**src/rtl/vx_amo_unit.sv**
```systemverilog
`default_nettype none
// +-----------------------------------------------------------------------+
// | vx_amo_unit: read-modify-write atomic memory operation sequencer      |
// | Revision: 1.0                                                         |
// +-----------------------------------------------------------------------+
module vx_amo_unit #(
    parameter int ADDRW = 32,
    parameter int TAGW  = 8
) (
    input  logic             clk,
    input  logic             reset,
    input  logic             req_valid,
    output logic             req_ready,
    input  logic [4:0]       req_op,
    input  logic [ADDRW-1:0] req_addr,
    input  logic [31:0]      req_data,
    input  logic [TAGW-1:0]  req_tag,
    output logic             mem_req_valid,
    input  logic             mem_req_ready,
    output logic             mem_req_rw,
    output logic [ADDRW-1:0] mem_req_addr,
    output logic [31:0]      mem_req_data,
    input  logic             mem_rsp_valid,
    input  logic [31:0]      mem_rsp_data,
    output logic             mem_rsp_ready,
    output logic             rsp_valid,
    input  logic             rsp_ready,
    output logic [31:0]      rsp_data,
    output logic [TAGW-1:0]  rsp_tag
);

    localparam logic [4:0] AMO_ADD  = 5'h00;
    localparam logic [4:0] AMO_SWAP = 5'h01;
    localparam logic [4:0] AMO_XOR  = 5'h04;
    localparam logic [4:0] AMO_OR   = 5'h08;
    localparam logic [4:0] AMO_AND  = 5'h0C;
    localparam logic [4:0] AMO_MIN  = 5'h10;
    localparam logic [4:0] AMO_MAX  = 5'h14;
    localparam logic [4:0] AMO_MINU = 5'h18;
    localparam logic [4:0] AMO_MAXU = 5'h1C;

    typedef enum logic [2:0] {
        S_IDLE    = 3'd0,
        S_RD_REQ  = 3'd1,
        S_RD_WAIT = 3'd2,
        S_EXEC    = 3'd3,
        S_WR_REQ  = 3'd4,
        S_RSP     = 3'd5
    } state_t;

    state_t             state_q, state_d;
    logic [4:0]         op_q, op_d;
    logic [ADDRW-1:0]   addr_q, addr_d;
    logic [31:0]        operand_q, operand_d;
    logic [TAGW-1:0]    tag_q, tag_d;
    logic [31:0]        old_q, old_d;
    logic [31:0]        new_q, new_d;

    logic               w_signed, w_is_max, w_pick_operand, w_supported;
    logic [32:0]        w_old33, w_opd33, w_lhs, w_rhs;
    logic [31:0]        w_result;

    // One signed 33-bit comparator serves all four min/max ops; operands are
    // swapped for MAX so that a tie always keeps the old value.
    always_comb begin
        w_signed       = (op_q == AMO_MIN) || (op_q == AMO_MAX);
        w_is_max       = (op_q == AMO_MAX) || (op_q == AMO_MAXU);
        w_old33        = {w_signed & old_q[31], old_q};
        w_opd33        = {w_signed & operand_q[31], operand_q};
        w_lhs          = w_is_max ? w_old33 : w_opd33;
        w_rhs          = w_is_max ? w_opd33 : w_old33;
        w_pick_operand = $signed(w_lhs) < $signed(w_rhs);
        w_supported    = 1'b1;
        w_result       = old_q;
        case (op_q)
            AMO_ADD:  w_result = old_q + operand_q;
            AMO_SWAP: w_result = operand_q;
            AMO_XOR:  w_result = old_q ^ operand_q;
            AMO_OR:   w_result = old_q | operand_q;
            AMO_AND:  w_result = old_q & operand_q;
            AMO_MIN, AMO_MAX, AMO_MINU, AMO_MAXU:
                      w_result = w_pick_operand ? operand_q : old_q;
            default:  w_supported = 1'b0;
        endcase
    end

    always_comb begin
        state_d   = state_q;
        op_d      = op_q;
        addr_d    = addr_q;
        operand_d = operand_q;
        tag_d     = tag_q;
        old_d     = old_q;
        new_d     = new_q;
        case (state_q)
            S_IDLE: begin
                if (req_valid) begin
                    op_d      = req_op;
                    addr_d    = req_addr;
                    operand_d = req_data;
                    tag_d     = req_tag;
                    state_d   = S_RD_REQ;
                end
            end
            S_RD_REQ:  if (mem_req_ready) state_d = S_RD_WAIT;
            S_RD_WAIT: begin
                if (mem_rsp_valid) begin
                    old_d   = mem_rsp_data;
                    state_d = S_EXEC;
                end
            end
            S_EXEC: begin
                new_d   = w_result;
                state_d = w_supported ? S_WR_REQ : S_RSP;
            end
            S_WR_REQ:  if (mem_req_ready) state_d = S_RSP;
            S_RSP:     if (rsp_ready) state_d = S_IDLE;
            default:   state_d = S_IDLE;
        endcase
    end

    always_ff @(posedge clk or posedge reset) begin
        if (reset) begin
            state_q   <= S_IDLE;
            op_q      <= '0;
            addr_q    <= '0;
            operand_q <= '0;
            tag_q     <= '0;
            old_q     <= '0;
            new_q     <= '0;
        end else begin
            state_q   <= state_d;
            op_q      <= op_d;
            addr_q    <= addr_d;
            operand_q <= operand_d;
            tag_q     <= tag_d;
            old_q     <= old_d;
            new_q     <= new_d;
        end
    end

    assign req_ready     = (state_q == S_IDLE);
    assign mem_req_valid = (state_q == S_RD_REQ) || (state_q == S_WR_REQ);
    assign mem_req_rw    = (state_q == S_WR_REQ);
    assign mem_req_addr  = addr_q;
    assign mem_req_data  = (state_q == S_WR_REQ) ? new_q : 32'd0;
    assign mem_rsp_ready = (state_q == S_RD_WAIT);
    assign rsp_valid     = (state_q == S_RSP);
    assign rsp_data      = old_q;
    assign rsp_tag       = tag_q;

endmodule
`default_nettype wire

```
**config.mk**
```make
export PLATFORM = sky130hd
export DESIGN_NAME = vx_amo_unit
export DESIGN_NICKNAME = d
export VERILOG_FILES = /design/src/rtl/vx_amo_unit.sv
export SDC_FILE = /design/constraint.sdc
export NUM_CORES = 1
export LEC_CHECK = 0
export CORE_ASPECT_RATIO = 0.8
export CORE_MARGIN = 5
export CORE_UTILIZATION = 45
export DETAILED_ROUTE_END_ITERATION = 10
export GPL_TIMING_DRIVEN = 0
export PLACE_DENSITY_LB_ADDON = 0.15
export SLEW_MARGIN = 20
export SYNTH_ARGS = -nofsm -noshare
export SYNTH_HDL_FRONTEND = slang
export SYNTH_SLANG_ARGS = --single-unit
```
**constraint.sdc**
```tcl
create_clock -name clk -period 6.4 [get_ports clk]
set_clock_uncertainty 0.15 [all_clocks]
set_input_delay 0.96 -clock clk [delete_from_list [all_inputs] [get_ports clk]]
set_output_delay 0.96 -clock clk [all_outputs]
set_load 0.1 [all_outputs]
```
==> metrics.md, run 1 <==
| Metric | Value |
|---|---|
| DP Wirelength | around 30,000 um |
| Achievable Freq | ~160 MHz |
| Number of synthesized flops with an enable pin | 0 |
| Data required, critical path | 6.57 ns |
| First-pass GRT wire length | roughly 64,000 um |
| Top cell type's share of synthesized area | 0.3485 |
| Vias in the first global route | between 10,000 and 15,000 |
| DR WL/cell | roughly 24 um |
| Post-Syn Instances | 1,218 |
| Rel. slew slack | 0.2529 |
| IO Port Bufs | approximately 220 |
| Worst-skew pair later-pin latency | 0.45 ns |
| WL met2 | 17,690 um |
| RR Startpoint | op_q[2] |
| Pin count of the biggest net entering global routing | 92 |
| Initial antenna violation count | 0 |
| Reg2reg setup slack | 0.26 ns |
| Max cap viols | 0 |
| Layout cells sized above 1 | 0.07191 |
| Status | complete, no violations |
| Leading area contributor after synthesis | dfrtp_1 |
| Seq/Total Area, Yosys | 0.3485 |
| Crit-path max FO | 10 |
| Clock tree sinks | about 140 |
| DR iter-0 viols | between 1,000 and 1,500 |
| CTS max path bufs | 2 |
| Routed WL | ~42,000 um |
| WS Path Type | register to register |
| Top FF cell, synth | dfrtp_1 |
| Drt drc | 0 |
| Worst-case reg-to-reg path depth | 17 |
| Clk pin slew, worst setup/hold paths | approximately 0.070 ns |
| Core area | approximately 23,000 sq um |
| CTS buffer count | 17 |
| Seq cells post-synth | approximately 140 |
| Setup ws final | roughly 0.26 ns |
| Hold Path Class | register to register |
| Floorplan row count | 49 |
| CTS tree | yes |
| Synth area leaders | dfrtp_1 (35%), ha_1 (7.9%), o21ai_0 (6.5%), mux2_2 (5.1%), nand2_1 (4.9%) |
| Avg Inst Size Synth | approximately 8.5 sq um |
| Pins Over Slew Limit | 0 |
| Drt first pass iters | 7 |
| Wl on met1 | between 15,000 and 20,000 um |
| Post-synth net total | 1,399 |
| Hold Crit Start | new_q[19] |
| Final worst-path cycle share | 0.9586 |
| Hold Crit Depth | 2 |
| # fillers | around 2,100 |
| Tot GR Track Use | 0.3111 |
| DIE WIDTH | between 150 and 200 um |
| Worst r2r dst | new_q[29] |
| Synth top cells by count | dfrtp_1 (144), nand2_1 (136), o21ai_0 (134) |
| Warnings from Yosys | 0 |
| Starting density of the core | 0.4582 |
| Max Used Layer | met4 |
| Vias/cell | about 6 |
| Place WS | -0.5455 ns |
| Layout Nets | 1,642 |
| Cell area after synthesis | ~10,000 sq um |
| Slew @ Worst Pin | approximately 1.1 ns |
| Worst Setup End Kind | register |
| Root Driver | clkbuf_16 |
| Worst Path Arrival | approximately 6.3 ns |
| Die height | 145.6 um |
| GPL Wtd Cong | ~0.98 |
| Full die area | approximately 26,000 sq um |
| Vias | ~11,000 |
| Most frequent cell after synthesis | dfrtp_1 |
| Critical path launch point type | register |
| Library cells used by synthesis | 74 |
| # setup viols final | 0 |
| Grt ovf | 0 |
| Tmin final | ~6.1 ns |
| P&R area growth vs syn | 31.94% |
| Routed Antenna Nets | 0 |
| Post-synth ARST share | 1.000 |
| H-tree levels | 4 |
| I/O Pins | 224 |
| Hold-critical path endpoint | new_q[19] |
| Endpoints failing hold | 0 |
| Met3 WL | about 5000 um |
| RSZ-0062 raised after global routing | no |
[metrics by stage]
stage,hold WS (ns),cells,TNS [ns],instance area (sq um),utilization
floorplan,0.2918,1218,0,10340,-
global placement,0.3080,1747,-137.40,12950,0.5741
global route,0.3561,1780,0,13640,0.6045
finish,0.3321,1781,0,13640,0.6046
detailed placement,0.3178,1748,-8.476,12990,0.5757
CTS,0.3311,1780,0,13620,0.6038
[placed cells by master (no fill, tap or decap), types with 7 or more instances in the layout]
| cell type | n |
|---|---|
| o32ai_1 | 9 |
| a22o_1 | 8 |
| a22oi_1 | 7 |
| inv_1 | 71 |
| o22ai_1 | 9 |
| o221ai_1 | 23 |
| mux2i_1 | 21 |
| a31oi_1 | 10 |
| o211ai_1 | 18 |
| nand2_1 | 136 |
| and3_1 | 10 |
| ha_1 | 65 |
| mux2_2 | 47 |
| a221oi_1 | 11 |
| clkdlybuf4s50_1 | 223 |
| nor4_1 | 7 |
| nor3_1 | 20 |
| nand3_1 | 23 |
| o21ai_0 | 134 |
| nor3b_1 | 12 |
| clkbuf_16 | 17 |
| and2_1 | 38 |
| clkbuf_1 | 68 |
| a21oi_1 | 82 |
| nor2b_1 | 13 |
| a21o_1 | 20 |
| nor2_1 | 67 |
| dfrtp_1 | 144 |
| xnor2_1 | 15 |
[logic make-up (layout without fill, tap and decap cells)]
logic type / count (synthesis) / in the layout / synth area share
compound gates: 406 / 406 / 0.2564
xor+xnor: 20 / 20 / 0.01694
fa+ha+maj: 66 / 66 / 0.08060
buf+inv: 159 / 415 / 0.06087
flops: 144 / 144 / 0.3485
mux: 68 / 68 / 0.07152
other cells: 0 / 1 / 0
simple gates: 355 / 355 / 0.1651
[cell type report]
| type | instances | area (sq um) | share of cell area |
|---|---|---|---|
| multi-input combinational | 915 | 6127 | 0.4492 |
| sequential | 144 | 3603 | 0.2642 |
| timing repair buffer | 224 | 2260 | 0.1657 |
| clock buffer | 21 | 470.5 | 0.03449 |
| tap | 306 | 382.9 | 0.02807 |
| buffer | 86 | 361.6 | 0.02651 |
| inverter | 73 | 281.5 | 0.02064 |
| clock inverter | 11 | 151.4 | 0.01110 |
| antenna | 1 | 2.502 | 0.0001835 |
[sequential cells by signal (all words and copies together) (netlist names)]
register / cells
rsp_tag: 8
operand_q: 32
op_q: 5
rsp_data: 32
new_q: 32
mem_req_addr: 32
state_q: 3
[timing repair]
action,in CTS,in global routing
buffers inserted,0,0
hold buffers,0,0
endpoints found under the setup margin,28,22
gates resized for setup,4,7
[critical path, cell delays in order (launching register included)]
cell and delay [ns]:
dfrtp_1 0.50, clkbuf_1 0.41, clkbuf_2 0.37, buf_2 0.44, mux2i_1 0.13, or3_1 0.32
ha_1 0.27, clkbuf_1 0.43, nor4b_1 0.30, nand2_1 0.22, nor4_4 0.46, a21boi_1 0.44
a2111o_1 0.43, and2_1 0.20, buf_6 0.18, mux2i_1 0.20, o2111ai_1 0.17, a221o_1 0.37
[worst max path at each step]
stage | startpoint | to | slack [ns] | cells after the start
6_report | op_q[2] | new_q[29] | 0.26 | 17
5_1_grt | op_q[2] | new_q[29] | 0.15 | 17
4_1_cts | op_q[2] | new_q[28] | 0.18 | 17
3_5_place_dp | op_q[2] | new_q[16] | -0.55 | 17
3_3_place_gp | reset | rsp_data[12] | -0.92 | 2
2_1_floorplan | reset | mem_req_addr[0] | 1.42 | 1
[metal layers]
metal,vias up,global-route usage
met1,5242,0.4406
met2,696,0.4546
li1,4906,-
met3,115,0.09270
met5,-,0
met4,0,0.1062
Power of run 1 is left out: the tool's default activity adds up to more than one toggle a clock period on the data nets, which glitch-free logic cannot reach.
==> run 2: changes to the inputs <==
Settings changed: CORE_UTILIZATION 45 to 52.
==> run 2 against run 1 <==
Against the previous run: core utilization grew 8.3 points; setup slack gained 0.0079 ns; global-route usage grew 4.4 points; flip-flop and latch count is the same; critical path type unchanged; critical endpoint is now new_q[28]; largest cell class unchanged; highest routed layer unchanged.
==> metrics.md, run 2 (synthesis results as in run 1) <==
| Metric | Value |
|---|---|
| H-tree levels | 4 (unchanged) |
| DR iter-0 viols | 1,720 (was 1,287) |
| Initial antenna violation count | 0 (unchanged) |
| Clk pin slew, worst setup/hold paths | 0.07 ns (about the same) |
| Vias | 11,098 (was 10,959) |
| Worst-skew pair later-pin latency | 0.45 ns (about the same) |
| Root Driver | clkbuf_16 (unchanged) |
| Diode count | 0 (was 1) |
| Vias in the first global route | 10,713 (was 10,741) |
| GPL Wtd Cong | 1.016 (was 0.9793) |
| Routed Antenna Nets | 0 (unchanged) |
| Tmin final | 6.127 ns (was 6.135 ns) |
| Rel. slew slack | 0.1274 (was 0.2529) |
| First-pass GRT wire length | 62,400 um (was 64,160 um) |
| Critical path launch point type | register (unchanged) |
| Most common cell after layout, fill and taps aside | clkdlybuf4s50_1 (unchanged) |
| Slew @ Worst Pin | 1.304 ns (was 1.117 ns) |
| Worst-case reg-to-reg path depth | 16 (was 17) |
| I/O Pins | 224 (unchanged) |
| Layout Nets | 1,641 (was 1,642) |
| Crit-path max FO | 10 (unchanged) |
| Starting density of the core | 0.5252 (was 0.4582) |
| Hold Crit Start | new_q[17] (was new_q[19]) |
| Status | complete, no violations (unchanged) |
| Routed WL | 41,630 um (was 42,040 um) |
| Pin count of the biggest net entering global routing | 83 (was 92) |
| DIE WIDTH | 167.6 um (was 179.5 um) |
| RR Startpoint | op_q[2] (unchanged) |
| Floorplan row count | 46 (was 49) |
| Non-filler cells, final | 1,737 (was 1,781) |
| Tot GR Track Use | 0.3550 (was 0.3111) |
| IO Port Bufs | 223 (unchanged) |
| Leading cell types in the layout, fill and taps excluded | clkdlybuf4s50_1 (223), dfrtp_1 (144), nand2_1 (136), o21ai_0 (134), a21oi_1 (82) (unchanged) |
| Worst Path Arrival | 6.28 ns (was 6.30 ns) |
| Placed insts | 1,706 (was 1,748) |
| Die height | 136.1 um (was 145.6 um) |
| Worst Setup End Kind | register (unchanged) |
| Final worst-path cycle share | 0.9574 (was 0.9586) |
| WS Path Type | register to register (unchanged) |
| Final Util | 0.6877 (was 0.6046) |
| CTS tree | yes (unchanged) |
| P&R area growth vs syn | 30.93% (was 31.94%) |
| Full die area | 22,820 sq um (was 26,120 sq um) |
| Data required, critical path | 6.56 ns (was 6.57 ns) |
| Hold Path Class | register to register (unchanged) |
| Drt drc | 0 (unchanged) |
| Vias/cell | 6.389 (was 6.153) |
| CTS max path bufs | 2 (unchanged) |
| Drt first pass iters | 8 (was 7) |
| Max cap viols | 0 (unchanged) |
| # setup viols final | 0 (unchanged) |
| Achievable Freq | 163.2 MHz (was 163.0 MHz) |
| Worst r2r dst | new_q[28] (was new_q[29]) |
| Layout cells sized above 1 | 0.07196 (was 0.07191) |
| Core area | 19,680 sq um (was 22,560 sq um) |
| Hold-critical path endpoint | new_q[17] (was new_q[19]) |
| Hold Crit Depth | 2 (unchanged) |
| Grt ovf | 0 (unchanged) |
| DR WL/cell | 23.97 um (was 23.60 um) |
| Hold Buf Count CTS | 0 (unchanged) |
| DP Wirelength | 29,850 um (was 30,060 um) |
| CTS buffer count | 17 (unchanged) |
| Pins Over Slew Limit | 0 (unchanged) |
| Reg2reg setup slack | 0.27 ns (was 0.26 ns) |
| Clock tree sinks | 144 (unchanged) |
| Endpoints failing hold | 0 (unchanged) |
| RSZ-0062 raised after global routing | no (unchanged) |
run 2: cell types whose count changed in the layout (fill, tap and decap cells not counted), sizes merged:
| cell | previous run | this run |
|---|---|---|
| clkinv | 2 | 6 |
| clkinvlp | 4 | 0 |
| diode | 1 | 0 |
| inv | 75 | 82 |
| clkbuf | 92 | 87 |
| bufinv | 3 | 0 |
run 2: area by class of cell:
| type | instances | area (sq um) |
|---|---|---|
| plain buffers | 85 | 357.8 |
| clock buffers | 17 | 425.4 |
| clock inverters | 15 | 162.7 |
| fillers | 1639 | 6147 |
| inverters | 73 | 281.5 |
| multi-input cells | 915 | 6116 |
| flip-flops and latches | 144 | 3603 |
| well taps | 264 | 330.3 |
| repair buffers | 224 | 2260 |
run 2: stage by stage:
stage	setup TNS (ns)	hold slack [ns]	worst slack (ns)	instance area [sq um]
finish	0	0.3379	0.2729	13540
global route	0	0.3553	0.1660	13540
CTS	0	0.3387	0.01056	13540
detailed placement	-4.246	0.3225	-0.3424	12940
global placement	-107.58	0.3074	-0.7396	12900
floorplan	0	0.2918	1.424	10340
run 2: worst max-delay path: stages, from the launching register on:
cell and delay (ns):
dfrtp_1 0.52, clkbuf_1 0.40, clkbuf_2 0.38, buf_2 0.40, mux2i_1 0.12, or3_1 0.32
ha_1 0.56, nor4b_1 0.28, nand2_1 0.23, nor4_2 0.51, a21boi_1 0.43, a2111o_1 0.43
and2_1 0.20, buf_6 0.18, o21ai_1 0.16, a221oi_1 0.53, a31oi_1 0.17
run 2: layer usage:
| metal | vias to the layer above | global-route usage | share of wire |
|---|---|---|---|
| met5 | - | 0 | 0 |
| met4 | 0 | 0.1379 | 0.036 |
| met3 | 118 | 0.1110 | 0.13 |
| met2 | 776 | 0.5237 | 0.43 |
| met1 | 5312 | 0.4901 | 0.40 |
| li1 | 4892 | - | - |
run 2: how the worst max path moves through the flow:
stage             from              end  slack (ns)  cells past startpoint
4_1_cts        op_q[2]        new_q[28]        0.01                     17
2_1_floorplan    reset  mem_req_addr[0]        1.42                      1
3_5_place_dp   op_q[2]        new_q[12]       -0.34                     17
3_3_place_gp     reset        new_q[12]       -0.74                      2
6_report       op_q[2]        new_q[28]        0.27                     16
5_1_grt        op_q[2]        new_q[28]        0.17                     16
run 2: timing repair:
item / CTS / global route
pin swaps: 0 / 0
gates resized for setup: 3 / 8
endpoints found under the setup margin: 24 / 21
buffers inserted: 0 / 0
cloned: 0 / 0
Power of run 2 is left out for the same reason.
==> run 3: changes to the inputs <==
Settings changed: CAP_MARGIN from default to 0.
==> results of run 3 <==
Final layout, timing and power as in run 2 (identical DEF).
Power of run 3 is left out for the same reason.
